File: src/rtl/phy_lane_scheduler.sv
// phy_lane_scheduler: four per-lane byte FIFOs feeding one PHY transmit byte
// path. Link bring-up sends COM symbols, then buffered bytes are granted
// round-robin, one per cycle, each tagged with its lane number.
module phy_lane_scheduler #(
    parameter int         DEPTH       = 4,
    parameter int         SYNC_CYCLES = 4,
    parameter logic [7:0] COM         = 8'hBC
) (
    input  logic       clk_4f,
    input  logic       reset,
    input  logic       enable,
    input  logic [7:0] in0_tx,
    input  logic [7:0] in1_tx,
    input  logic [7:0] in2_tx,
    input  logic [7:0] in3_tx,
    input  logic       valid_in0_tx,
    input  logic       valid_in1_tx,
    input  logic       valid_in2_tx,
    input  logic       valid_in3_tx,
    input  logic       ready_tx,
    output logic [7:0] out_tx,
    output logic       valid_out_tx,
    output logic [1:0] lane_out,
    output logic       full0,
    output logic       full1,
    output logic       full2,
    output logic       full3,
    output logic [3:0] overflow,
    output logic       link_active
);

    localparam int AW = (DEPTH > 1) ? $clog2(DEPTH) : 1;
    localparam int CW = AW + 1;
    localparam int SW = (SYNC_CYCLES > 0) ? $clog2(SYNC_CYCLES + 1) : 1;

    typedef enum logic [1:0] {
        ST_IDLE   = 2'd0,
        ST_SYNC   = 2'd1,
        ST_ACTIVE = 2'd2
    } state_t;

    // Control state
    state_t          r_state;
    state_t          w_state_nxt;
    logic [SW-1:0]   r_sync_cnt;
    logic [SW-1:0]   w_sync_cnt_nxt;
    logic [1:0]      r_last_grant;

    // Per-lane FIFO storage and bookkeeping
    logic [7:0]      r_mem   [4][DEPTH];
    logic [AW-1:0]   r_wptr  [4];
    logic [AW-1:0]   r_rptr  [4];
    logic [CW-1:0]   r_cnt   [4];
    logic [CW-1:0]   w_cnt_nxt [4];
    logic [3:0]      r_full;
    logic [3:0]      r_ovf;

    // Output registers
    logic [7:0]      r_out_data;
    logic            r_out_vld;
    logic [1:0]      r_out_lane;

    // Lane inputs gathered into arrays
    logic [7:0]      w_in_data [4];
    logic [3:0]      w_in_vld;
    logic [3:0]      w_push;
    logic [3:0]      w_pop;

    // Arbitration
    logic            w_grant;
    logic [1:0]      w_glane;
    logic [1:0]      w_idx;
    logic [7:0]      w_head;

    assign w_in_data[0] = in0_tx;
    assign w_in_data[1] = in1_tx;
    assign w_in_data[2] = in2_tx;
    assign w_in_data[3] = in3_tx;
    assign w_in_vld     = {valid_in3_tx, valid_in2_tx, valid_in1_tx, valid_in0_tx};

    assign w_head = r_mem[w_glane][r_rptr[w_glane]];

    // Link FSM next-state: IDLE -> SYNC (COM burst) -> ACTIVE, enable low aborts
    always_comb begin
        w_state_nxt    = r_state;
        w_sync_cnt_nxt = r_sync_cnt;
        case (r_state)
            ST_IDLE: begin
                if (enable) begin
                    w_state_nxt    = ST_SYNC;
                    w_sync_cnt_nxt = SW'(SYNC_CYCLES);
                end
            end
            ST_SYNC: begin
                if (!enable) begin
                    w_state_nxt = ST_IDLE;
                end else if (ready_tx) begin
                    w_sync_cnt_nxt = r_sync_cnt - SW'(1);
                    if (r_sync_cnt == SW'(1)) begin
                        w_state_nxt = ST_ACTIVE;
                    end
                end
            end
            ST_ACTIVE: begin
                if (!enable) begin
                    w_state_nxt = ST_IDLE;
                end
            end
            default: begin
                w_state_nxt = ST_IDLE;
            end
        endcase
    end

    // Round-robin search starting one past the last granted lane
    always_comb begin
        w_grant = 1'b0;
        w_glane = '0;
        w_idx   = '0;
        w_pop   = '0;
        if ((r_state == ST_ACTIVE) && ready_tx) begin
            for (int i = 1; i <= 4; i++) begin
                w_idx = r_last_grant + 2'(i);
                if (!w_grant && (r_cnt[w_idx] != '0)) begin
                    w_grant = 1'b1;
                    w_glane = w_idx;
                end
            end
        end
        w_pop[w_glane] = w_grant;
    end

    // Push qualification uses the registered count, so a same-cycle pop
    // never makes room for a write into a full FIFO
    always_comb begin
        for (int n = 0; n < 4; n++) begin
            w_push[n]    = w_in_vld[n] && (r_cnt[n] != CW'(DEPTH));
            w_cnt_nxt[n] = r_cnt[n] + CW'(w_push[n]) - CW'(w_pop[n]);
        end
    end

    // Control registers: FSM, grant pointer, FIFO pointers/counts, flags
    always_ff @(posedge clk_4f) begin
        if (reset) begin
            r_state      <= ST_IDLE;
            r_sync_cnt   <= '0;
            r_last_grant <= 2'd3;
            r_full       <= '0;
            r_ovf        <= '0;
            for (int n = 0; n < 4; n++) begin
                r_wptr[n] <= '0;
                r_rptr[n] <= '0;
                r_cnt[n]  <= '0;
            end
        end else begin
            r_state    <= w_state_nxt;
            r_sync_cnt <= w_sync_cnt_nxt;
            if (w_grant) begin
                r_last_grant <= w_glane;
            end
            for (int n = 0; n < 4; n++) begin
                if (w_push[n]) begin
                    r_wptr[n] <= r_wptr[n] + AW'(1);
                end
                if (w_pop[n]) begin
                    r_rptr[n] <= r_rptr[n] + AW'(1);
                end
                r_cnt[n]  <= w_cnt_nxt[n];
                r_full[n] <= (w_cnt_nxt[n] == CW'(DEPTH));
                if (w_in_vld[n] && !w_push[n]) begin
                    r_ovf[n] <= 1'b1;
                end
            end
        end
    end

    // FIFO storage write; contents need no reset since counts gate reads
    always_ff @(posedge clk_4f) begin
        for (int n = 0; n < 4; n++) begin
            if (w_push[n]) begin
                r_mem[n][r_wptr[n]] <= w_in_data[n];
            end
        end
    end

    // Output stage: load granted byte or COM when the serializer is ready
    always_ff @(posedge clk_4f) begin
        if (reset) begin
            r_out_data <= COM;
            r_out_vld  <= 1'b0;
            r_out_lane <= '0;
        end else if (ready_tx) begin
            if (w_grant) begin
                r_out_data <= w_head;
                r_out_vld  <= 1'b1;
                r_out_lane <= w_glane;
            end else begin
                r_out_data <= COM;
                r_out_vld  <= 1'b0;
                r_out_lane <= '0;
            end
        end
    end

    assign out_tx       = r_out_data;
    assign valid_out_tx = r_out_vld;
    assign lane_out     = r_out_lane;
    assign full0        = r_full[0];
    assign full1        = r_full[1];
    assign full2        = r_full[2];
    assign full3        = r_full[3];
    assign overflow     = r_ovf;
    assign link_active  = (r_state == ST_ACTIVE);

endmodule
File: config.mk
export PLATFORM = sky130hd
export DESIGN_NAME = phy_lane_scheduler
export DESIGN_NICKNAME = d
export VERILOG_FILES = /design/src/rtl/phy_lane_scheduler.sv
export SDC_FILE = /design/constraint.sdc
export NUM_CORES = 1
export LEC_CHECK = 0
export ABC_AREA = 1
export CAP_MARGIN = 5
export CORE_MARGIN = 8
export CORE_UTILIZATION = 64
export CTS_CLUSTER_SIZE = 12
export DETAILED_ROUTE_END_ITERATION = 8
export DONT_BUFFER_PORTS = 1
export PLACE_DENSITY = 0.82
export SLEW_MARGIN = 20
export SYNTH_ARGS = -nofsm -noshare
export SYNTH_HDL_FRONTEND = slang
export SYNTH_SLANG_ARGS = --single-unit
File: constraint.sdc
create_clock -name clk_4f -period 4.22 [get_ports clk_4f]
set_clock_uncertainty 0.1 [all_clocks]
set_input_delay 0.844 -clock clk_4f [delete_from_list [all_inputs] [get_ports clk_4f]]
set_output_delay 0.844 -clock clk_4f [all_outputs]
set_load 0.005 [all_outputs]
# After elaboration in Yosys (flattened, before gate mapping)

Memories as Yosys holds them, arrays and structs flattened. A register that Yosys moved wholly into a read port is not among the register bits.
Index checks and enable logic that the tools add are counted.

Bits in registers: 26
Memory bits (writable): 156
Input port bits: 40
Output and inout bits: 20
Logic and storage cells: 197
Memories: 4

Add/sub/neg operators: 20
Magnitude comparators: 11
Equality and inequality tests: 17
Mux-type cells: 84
Bitwise operators: 18
Reductions and logical operators: 32

Memory list:

| memory | depth | width | rd ports | clocked after memory_dff | write ports | RTL line | RTL |
|---|---|---|---|---|---|---|---|
| r_mem  | 4     | 32    | 1        | 0                        | 4           | 50       | `logic [7:0] r_mem [4][DEPTH];` |
| r_cnt  | 4     | 3     | 8        | 1                        | 4           | 53       | `logic [CW-1:0] r_cnt [4];` |
| r_rptr | 4     | 2     | 5        | 0                        | 4           | 52       | `logic [AW-1:0] r_rptr [4];` |
| r_wptr | 4     | 2     | 4        | 0                        | 4           | 51       | `logic [AW-1:0] r_wptr [4];` |

Operator list:

| cell                                                                 | count |
|---|---|
| 32-bit 2-to-1 mux                                                    | 4 |
| 8-bit demux with 2-bit select                                        | 4 |
| 8-bit 2-to-1 mux                                                     | 7 |
| 2-bit 2-to-1 mux                                                     | 21 |
| 1-bit 2-to-1 mux                                                     | 37 |
| 3-bit 2-to-1 mux                                                     | 7 |
| 2-bit by 1-bit adder with 2-bit output, second input constant        | 9 |
| 3-bit != test, second input constant                                 | 6 |
| 1-bit logical AND                                                    | 17 |
| 8-bit binary-select mux with 2-bit select                            | 1 |
| 3-bit greater-or-equal comparator, second input constant             | 5 |
| 2-bit inverter with 3-bit output                                     | 5 |
| 3-bit by 1-bit adder with 3-bit output                               | 4 |
| 3-bit == test, second input constant                                 | 4 |
| 3-bit by 1-bit < comparator with 1-bit output, second input constant | 4 |
| 1-bit bitwise OR                                                     | 12 |
| 3-bit nonzero test                                                   | 4 |
| 3-bit by 1-bit subtractor with 3-bit output                          | 4 |
| 2-bit != test, second input constant                                 | 4 |
| 4-bit AND reduction                                                  | 2 |
| 1-bit zero test                                                      | 7 |
| 2-bit one-hot mux with 3 select lines                                | 1 |
| 3-bit one-hot mux with 2 select lines                                | 1 |
| 2-bit adder, second input constant                                   | 2 |
| 10 further kinds                                                     | 10 |

# Longest topological paths before layout

An unclocked memory read counts as a cell.

Depth in word-level cells: 26
Mapped depth: 24

# Worst setup path after synthesis

Ideal clock, no wire load.

Kind: flip-flop to flip-flop
From: reg r_last_grant[0]
To: reg r_full[2]
Arrival: 3184 ps
Data required time: 4042 ps
Setup slack: 858 ps
Stages on the path, launching flop included: 24
Path buffers: 4
Cells stage by stage: dfxtp_1 -> buf_6 -> inv_2 -> buf_6 -> nand2_1 -> nand2_1 -> nor2_1 -> nand2_1 -> nand2_2 -> nand3_4 -> nor2_1 -> a21oi_1 -> nand2_2 -> buf_4 -> buf_2 -> nor2_1 -> ha_1 -> inv_1 -> ha_1 -> fa_1 -> xnor2_1 -> xor2_1 -> nand2_1 -> nor3_1

Word-level cells in the longest chain between the ends: 24
Elaborated cells between the ends (all ways): 34
Classes of those cells: add/sub: 4; order compare: 2; eq/ne: 1; mux: 15; bitwise: 1; reduce/logical: 10; memory: 1

Ends and longest elaborated chain:

| item                                                                                                                                                | RTL line | RTL |
|---|---|---|
| start, declared                                                                                                                                     | 47       | `logic [1:0] r_last_grant;` |
| start signal, assigned                                                                                                                              | 159      | `r_last_grant <= w_glane;` |
| 2-bit by 1-bit adder with 2-bit output                                                                                                              | 123      | `w_idx = r_last_grant + 2'(i);` |
| memory 4 x 3 bit                                                                                                                                    | --       |  |
| 3-bit nonzero test                                                                                                                                  | 124      | `if (!w_grant && (r_cnt[w_idx] != '0)) begin` |
| 1-bit 2-to-1 mux                                                                                                                                    | 124      |  |
| 1-bit 2-to-1 mux                                                                                                                                    | 121      | `if ((r_state == ST_ACTIVE) && ready_tx) begin` |
| 1-bit zero test                                                                                                                                     | 124      |  |
| 1-bit logical AND                                                                                                                                   | 124      |  |
| 1-bit 2-to-1 mux                                                                                                                                    | 124      |  |
| [8 not listed]                                                                                                                                      | --       |  |
| 2-bit 2-to-1 mux                                                                                                                                    | 121      |  |
| 2-bit by 3-bit < comparator with 1-bit output (implied by the code) or 2-bit by 1-bit greater-or-equal comparator with 1-bit output (tied branches) | 130      | `w_pop[w_glane] = w_grant;` |
| 1-bit logical AND (implied by the code)                                                                                                             | 130      |  |
| 1-bit 2-to-1 mux (implied by the code)                                                                                                              | 130      |  |
| 1-bit demux with 2-bit select                                                                                                                       | 130      |  |
| 4-bit bitwise AND (no line) *                                                                                                                       | --       |  |
| 3-bit by 1-bit subtractor with 3-bit output *                                                                                                       | 138      | `w_cnt_nxt[n] = r_cnt[n] + CW'(w_push[n]) - CW'(w_pop[n]);` |
| 3-bit == test *                                                                                                                                     | 169      | `r_full[n] <= (w_cnt_nxt[n] == CW'(DEPTH));` |
| end signal, assigned by index                                                                                                                       | 169      |  |
| end, declared                                                                                                                                       | 55       | `logic [3:0] r_full;` |

Every way passes the cells marked *; elsewhere a longest branch is shown, timed or not. The select of a mux whose other input is x is not followed.
A chain may end at the register's enable or synchronous reset.

# Worst setup path in the final report

From: reg r_last_grant[0]
To: reg r_full[0]

The elaborated chain is that of the path after synthesis.

==> results.toml <==
[cts]
clkLatencyLatePin_ns = 0.44
clockBufferDepth = 2
clock-sinks = 184
holdBufCountCts = 0
root_buffer = "clkbuf_16"
htree_levels = 4
cts_tree = "yes"
cts_resized = 0
post_cts_buffers = 0
cts_buffers = 17
clkTransAtPathRegs_ns = 0.07

[placement]
io_buffers = 0
post-dp-hpwl_um = 13800
place_worst_setup_slack_ns = 0.752
gp_congestion = 0.853

[timing]
slew-limit-headroom_pct = 29.4
rsz0062_at_grt = "no"
maxSlewViolCount = 0
fin_ws_ns = 0.675
hold_viol = 0
hold_slack_ns = 0.368
setup_viol = 0
post-route-period-util_pct = 84.0
worst_pin_slew_ns = 1.06
tns_ns = 0
fin_crit_ns = 3.54
max_freq_mhz = 282

[power]
power.total_mw = 5.19
power_density_nw_per_um2 = 553
leakage_nw = 4.00
ir_drop_uv = 350

[logic_synthesis]
syn_nets = 991
synth.most_common_cell = "nand2_1"
netlist-cell-type-count = 37
yosysWarnings = 0
async_flop_share_pct = 0
synthTopCellsByCount = "nand2_1 (265), edfxtp_1 (144), inv_1 (138)"
synth_seq_area_share_pct = 58.6
ys.flop_type = "edfxtp_1"
syn-instance-count = 921
synth_area_um2 = 8750
synth_top_area_share_pct = 49.4
avgSynthCellArea_um2 = 9.50
post-synth-top-area-cell = "edfxtp_1"
synth_edf_count = 144
ys_ff_latch = 184
synthTopCellsByArea = "edfxtp_1 (49%), nand2_1 (11%), dfxtp_1 (9.2%)"

[final_layout]
final_util_pct = 70.6
final_layout_size_suffix_gt1_share_pct = 7.55
syn_to_final_growth_pct = 7.29
nFillCells = 947
final_nets = 984

[grt]
grt_pass1_vias = 5742
track_usage_pct = 23.6
grt_max_degree = 79
overflow = 0
grt_pass1_wl_um = 31900
antenna_found_initial = 0

[setup_path]
cp.arrival_ns = 3.80
path_class = "reg -> reg"
critPathLaunchType = "flip-flop"
required_ns = 4.47
critPathCaptureType = "flip-flop"
cp_max_fo = 14

[routing]
firstDrtPassIters = 5
route.detailed.drc = 0
wl_per_cell_um = 18.4
vias = 6143
final_antenna_net_count = 0
wl_um = 20300
drt_iter0_drc = 774
viasPerCell = 5.56

[floorplanning]
die_area_um2 = 17700
die_h_um = 133
die_w_um = 133
start_util_pct = 65.8
core_area_um2 = 13300
row_count = 42
ioPinCount = 60

[min_path]
min_path_type = "reg -> reg"

[run]
cap_violations = 0

[outcome]
status = "complete, no violations"
==> worst paths after layout <==
path                       to  slack (ns)  cells after the start             from
hold reg to reg   overflow[3]        0.37                      2      overflow[3]
hold / removal    overflow[3]        0.37                      2      overflow[3]
setup reg to reg    r_full[0]        0.68                     19  r_last_grant[0]
setup / recovery    r_full[0]        0.68                     19  r_last_grant[0]
==> worst max-delay path, stage by stage, from the launching register on <==
cell     delay [ns]
dfxtp_1        0.46
inv_2          0.17
nand2_1        0.11
nand2_1        0.11
nor2_1         0.11
nand2_1        0.07
nand2_2        0.14
nand2_2        0.09
o21ai_1        0.18
nor2_1         0.08
nor2_2         0.12
buf_4          0.23
nor3_2         0.09
ha_1           0.28
inv_1          0.04
ha_1           0.20
fa_1           0.41
xor2_1         0.18
nand2_1        0.09
nor3_1         0.18
==> cells in the final DEF, fill, tap and decap left out, types with 3 or more instances in the layout <==
cell type | netlist | layout
inv_8 | 0 | 4
o21ai_1 | 11 | 11
nor2_1 | 72 | 71
a21oi_1 | 17 | 17
xor2_1 | 4 | 4
nand3_1 | 79 | 79
edfxtp_1 | 144 | 144
clkbuf_16 | 0 | 17
dfxtp_1 | 40 | 40
ha_1 | 26 | 26
nand4_1 | 7 | 7
nor3b_1 | 4 | 4
buf_4 | 8 | 8
xnor2_1 | 7 | 7
or2_2 | 7 | 7
nor3_1 | 9 | 9
inv_1 | 138 | 138
nand2_2 | 6 | 6
fa_1 | 4 | 4
nor2_2 | 4 | 5
o211ai_1 | 12 | 12
nand3_2 | 3 | 3
nand2_1 | 265 | 265
o21ai_0 | 15 | 15
==> layout make-up <==
cell class / instances / area, um^2 / share of cell area [%]
antenna: 1 / 2.50 / 0.0267
clock buffer: 18 / 429 / 4.57
clock inverter: 14 / 165 / 1.76
inverter: 140 / 526 / 5.60
multi-input combinational: 563 / 2860 / 30.5
sequential: 184 / 5120 / 54.6
tap: 176 / 220 / 2.35
timing repair buffer: 8 / 60.1 / 0.640
==> per-layer routing <==
| layer | part of all wire (%) | vias up | GRT usage [%] |
|---|---|---|---|
| li1 | - | 2953 | - |
| met4 | 2.1 | 0 | 9.02 |
| met5 | 0 | - | 0 |
| met3 | 10 | 37 | 7.49 |
| met1 | 42 | 2832 | 30.7 |
| met2 | 46 | 321 | 36.0 |
==> cell families after synthesis <==
kind of cell	synth area share, %
flops	58.6
simple gates	23.0
buf+inv	8.77
fa+ha+maj	4.63
compound gates	3.93
xor+xnor	1.10
==> stage by stage <==
step / cells / cell area (um^2)
final: 1104 / 9390
after global routing: 1103 / 9380
after CTS: 1103 / 9380
after detailed placement: 1071 / 8790
after global placement: 1071 / 8790
after floorplan: 921 / 8750
==> sequential cells by signal (all words and copies together) (netlist names), named ones only <==
signal	count
r_rptr	8
r_last_grant	2
r_mem	128
r_state	2
r_cnt	12
r_wptr	8
valid_out_tx	1
out_tx	8
r_sync_cnt	3
r_full	4
lane_out	2
overflow	4
==> report_power, final <==
part / switching [mW] / internal, mW
Sequential: 0.123 / 2.19
Clock: 0.711 / 0.891
Combinational: 0.870 / 0.408
Total: 1.70 / 3.48
No activity file was read; power rests on OpenSTA's default activity.
